===== src/rtl/eight_bit_four_to_one_merge_module.sv =====
// eight_bit_four_to_one_merge_module
// Gathers four 8-bit valid/ready source streams back onto a single output
// lane. Each output beat also carries the 2-bit index of the source it came
// from, so a downstream 1-to-4 demux can route it back out. A one-entry
// output register decouples the sink from the sources.
//
// Configuration macro: ROUND_ROBIN_EN
//   defined     : rotating-pointer round-robin arbitration (production setting)
//   not defined : fixed priority, a1 highest; no pointer state exists
//
// Ports:
//   clk          system clock, rising edge
//   reset        synchronous, active-high reset
//   a1..a4       source data bytes
//   v1..v4       source valid
//   r1..r4       source ready (combinational from v*, out_valid, out_ready,
//                pointer and reset)
//   out          registered merged data byte
//   s            registered source index of out (0 = a1 .. 3 = a4)
//   out_valid    out/s hold a valid beat
//   out_ready    sink accepts the beat
module eight_bit_four_to_one_merge_module (
  input  logic       clk,
  input  logic       reset,
  input  logic [7:0] a1,
  input  logic [7:0] a2,
  input  logic [7:0] a3,
  input  logic [7:0] a4,
  input  logic       v1,
  input  logic       v2,
  input  logic       v3,
  input  logic       v4,
  output logic       r1,
  output logic       r2,
  output logic       r3,
  output logic       r4,
  output logic [7:0] out,
  output logic [1:0] s,
  output logic       out_valid,
  input  logic       out_ready
);

  localparam int unsigned DATA_W = 8;
  localparam int unsigned SRC_N  = 4;
  localparam int unsigned IDX_W  = 2;

  logic [SRC_N-1:0]  valid_vec;
  logic [SRC_N-1:0]  ready_vec;
  logic              load_en;
  logic              any_valid;
  logic              take;
  logic [IDX_W-1:0]  grant;
  logic [IDX_W-1:0]  cand;
  logic [DATA_W-1:0] grant_data;

`ifdef ROUND_ROBIN_EN
  // Index of the highest-priority candidate for the next grant.
  logic [IDX_W-1:0]  ptr;
`endif

  assign valid_vec = {v4, v3, v2, v1};

  // Output register can accept a new beat when empty or draining this edge.
  assign load_en = ~out_valid | out_ready;

  // Arbiter: walk candidates from lowest to highest priority so the last hit
  // (the highest-priority valid source) is the one that sticks.
  always_comb begin
    grant     = '0;
    cand      = '0;
    any_valid = 1'b0;
    for (int k = SRC_N - 1; k >= 0; k--) begin
`ifdef ROUND_ROBIN_EN
      cand = IDX_W'(ptr + IDX_W'(k));
`else
      cand = IDX_W'(k);
`endif
      if (valid_vec[cand]) begin
        grant     = cand;
        any_valid = 1'b1;
      end
    end
  end

  // A source transfer happens whenever the granted source is offered a slot.
  assign take = any_valid & load_en & ~reset;

  // One-hot ready towards the granted source only.
  always_comb begin
    ready_vec = '0;
    for (int i = 0; i < SRC_N; i++) begin
      ready_vec[i] = take & (grant == IDX_W'(i));
    end
  end

  assign r1 = ready_vec[0];
  assign r2 = ready_vec[1];
  assign r3 = ready_vec[2];
  assign r4 = ready_vec[3];

  // Data mux for the granted source.
  always_comb begin
    grant_data = a1;
    case (grant)
      2'd0:    grant_data = a1;
      2'd1:    grant_data = a2;
      2'd2:    grant_data = a3;
      default: grant_data = a4;
    endcase
  end

  // Output register; out and s keep their last values when the beat drains.
  always_ff @(posedge clk) begin
    if (reset) begin
      out       <= '0;
      s         <= '0;
      out_valid <= 1'b0;
    end else if (take) begin
      out       <= grant_data;
      s         <= grant;
      out_valid <= 1'b1;
    end else if (load_en) begin
      out_valid <= 1'b0;
    end
  end

`ifdef ROUND_ROBIN_EN
  // Pointer moves just past the winner; 2-bit arithmetic wraps 3 -> 0.
  always_ff @(posedge clk) begin
    if (reset) begin
      ptr <= '0;
    end else if (take) begin
      ptr <= IDX_W'(grant + IDX_W'(1));
    end
  end
`endif

endmodule


===== config.mk =====
export PLATFORM = sky130hd
export DESIGN_NAME = eight_bit_four_to_one_merge_module
export DESIGN_NICKNAME = d
export VERILOG_FILES = /design/src/rtl/eight_bit_four_to_one_merge_module.sv
export SDC_FILE = /design/constraint.sdc
export NUM_CORES = 1
export LEC_CHECK = 0
export BUFFER_PORTS_ARGS = -buffer_cell sky130_fd_sc_hd__clkbuf_2
export CAP_MARGIN = 20
export CORE_UTILIZATION = 45
export DETAILED_ROUTE_END_ITERATION = 16
export GPL_TIMING_DRIVEN = 1
export PLACE_DENSITY = 0.86
export REMOVE_ABC_BUFFERS = 1
export SETUP_SLACK_MARGIN = 0.5
export SYNTH_ARGS = -nofsm -noshare
export SYNTH_HDL_FRONTEND = slang
export SYNTH_SLANG_ARGS = --single-unit

===== constraint.sdc =====
create_clock -name clk -period 1.8 [get_ports clk]
set_input_delay 0.18 -clock clk [delete_from_list [all_inputs] [get_ports clk]]
set_output_delay 0.18 -clock clk [all_outputs]
set_load 0.02 [all_outputs]

==> qor.yml <==
placed_area_um2: 1087
seq_power_share: 0.411
grt_overflow: 0
cts_sinks: 11
synth.area.top_cells: "dfxtp_1, nor3b_1, a32o_1, nor2b_1, o31ai_1"
fp.dieH_um: 45.42
rsz0062_at_grt: "true"
setup_viol: 0
ys_seq_area_frac: 0.2596
hold_viol: 0
cts_tree: "yes"
timing.final.crit_share: 0.7349
fin_nets: 197
worstRegToRegCells: 4
placed_cells: 176
synth_edf_count: 0
power_mw: 0.6699
synth_largest_area_cell: "dfxtp_1"
antennaDiodeCount: 0
async_flop_share: 0
pwr-share-comb: 0.337
wl_per_cell_um: 13.00
die_area_um2: 2063
yosys-top-cells-count: "nor3b_1, dfxtp_1, nor2_1"
tns_ns: 0
synth.top_cell.area_share: 0.2596
cts_inserted_buffers: 3
switchingPower_mw: 0.2162
fin_crit_ns: 1.323
finish.instance_area_um2: 1170
route.detailed.drc: 0
min_path_cells: 2
die_w_um: 45.42
path_class: "flip-flop to output port"
ant_nets: 0
cp_max_fo: 3
critPathCaptureType: "output port"
drive_gt1_frac: 0.4204
skew_ns: 0.005437
numPortBuffers: 53
p_int_mw: 0.4537
post_synth_num_cell_types: 30
ys_warn_count: 0
root_buffer: "clkbuf_4"
synth.most_common_cell: "nor3b_1"
grt_usage: 0.2392
synth_seq_cells: 11
antenna_found_initial: 0
switching_share: 0.3227
path_cells: "nor2b_4 -> nor2_2 -> and4b_1 -> buf_6"
htreeDepth: 1
cap_violations: 0
ios: 54
floorplan.rows: 15
core_um2: 1745
final_cells: 182
drt_first_iter_violations: 10
dp_slack_ns: 0.3335
grt_pass1_vias: 853
hp-class: "input port to flip-flop"
start_kind: "flip-flop"
slew_viol_final: 0
synth_area_um2: 848.3
grt_max_degree: 22
vias: 1007
tightest_slew_ns: 0.3879
max_slew_margin: 0.7394
cts_buffer_depth: 2
setup_slack_ns: 0.4772
fmaxAchievable_ghz: 0.7560
ir_drop_mv: 0.4569
routed_wl_um: 2366
ys.flop_type: "dfxtp_1"
dr.pass1.iters: 4
post-dp-hpwl_um: 1778
crit_slowest_cell: "dfxtp_2"
max_stage_delay_ns: 0.32
rrSetupSlack_ns: 0.57
area_growth_pct: 37.91
clk_pin_slew_ns: 0.06
avgSynthCellArea_um2: 7.928
leakagePower_nw: 0.5380
cp.required_ns: 1.62
clkLatencyLatePin_ns: 0.27
powerDensity_nw_per_um2: 572.6
grt_pass1_wl_um: 3601
gp_congestion: 0.7320
syn_inst: 107
hold_buffers: 0
initial_core_util: 0.4860
cp.arrival_ns: 1.14
p_clk_frac: 0.252
routed_via_density: 5.533
status: "finished clean"
## sequential cells by signal (all words and copies together) (netlist names)
signal and cells:
s 2, out 8, out_valid 1
## cells in the final DEF (no fill, tap or decap), types with 2 or more instances in the layout
cell type and instances:
a21oi_1 2, a32o_1 7, buf_4 3, buf_6 2, clkbuf_2 48, clkbuf_4 4
dfxtp_1 10, inv_1 2, nand2_1 7, nor2_1 10, nor2b_1 8, nor3_1 2
nor3b_1 16, nor4_1 2, o21ai_0 8, o31ai_1 7
## layer usage
| metal | track usage | share of wire |
|---|---|---|
| met5 | 0 | 0 |
| met4 | 0.07879 | 0.011 |
| met3 | 0.05159 | 0.032 |
| met2 | 0.4486 | 0.56 |
| met1 | 0.2611 | 0.40 |
## repair_timing
action	in CTS	in global routing
buffers inserted	2	0
cloned	0	0
gates resized for setup	8	7
setup endpoints to repair	12	11
pin swaps	0	0
## final cells by class
cell class              instances  area (µm²)
flip-flops and latches         11       221.5
inverters                       2       7.507
fillers                       163       575.6
repair buffers                 56       311.5
clock buffers                   4       26.28
multi-input cells              84       571.8
well taps                      25       31.28
## critical path, delay by kind of cell, from the launching register on
| kind | cells | cell delay (ns) |
|---|---|---|
| buffers and inverters | 1 | 0.12 |
| flip-flops | 1 | 0.32 |
| AND/OR/NAND/NOR | 3 | 0.44 |
## per-stage QoR
stage	hold WS (ns)	util
3_5_place_dp	0.4565	0.6229
3_3_place_gp	0.4516	0.6229
2_1_floorplan	0.2491	-
5_1_grt	0.2143	0.6703
6_report	0.2240	0.6703
4_1_cts	0.1908	0.6609
## path summary, 6_finish.rpt
path | start | endpoint
max reg2reg | out_valid$_SDFFE_PP0P_ | out[4]$_SDFFE_PP0P_
min reg2reg | out[6]$_SDFFE_PP0P_ | out[6]$_SDFFE_PP0P_
max | out_valid$_SDFFE_PP0P_ | r4
min | reset | out_valid$_SDFFE_PP0P_
## power groups by stage
stage                     logic [mW]  registers, mW  clock network (mW)
after floorplan               0.0822          0.304                   0
after global placement         0.205          0.280                   0
after detailed placement       0.213          0.281                   0
after CTS                      0.221          0.275               0.171
after global routing           0.244          0.278               0.186
final                          0.226          0.275               0.169
## logic make-up after synthesis
kind of cell | share of synthesized area
buffers and inverters | 0.08553
DFF | 0.2596
and+or+nand+nor | 0.3924
AOI/OAI and AO/OA | 0.2625
No activity file was read; power rests on OpenSTA's default activity.
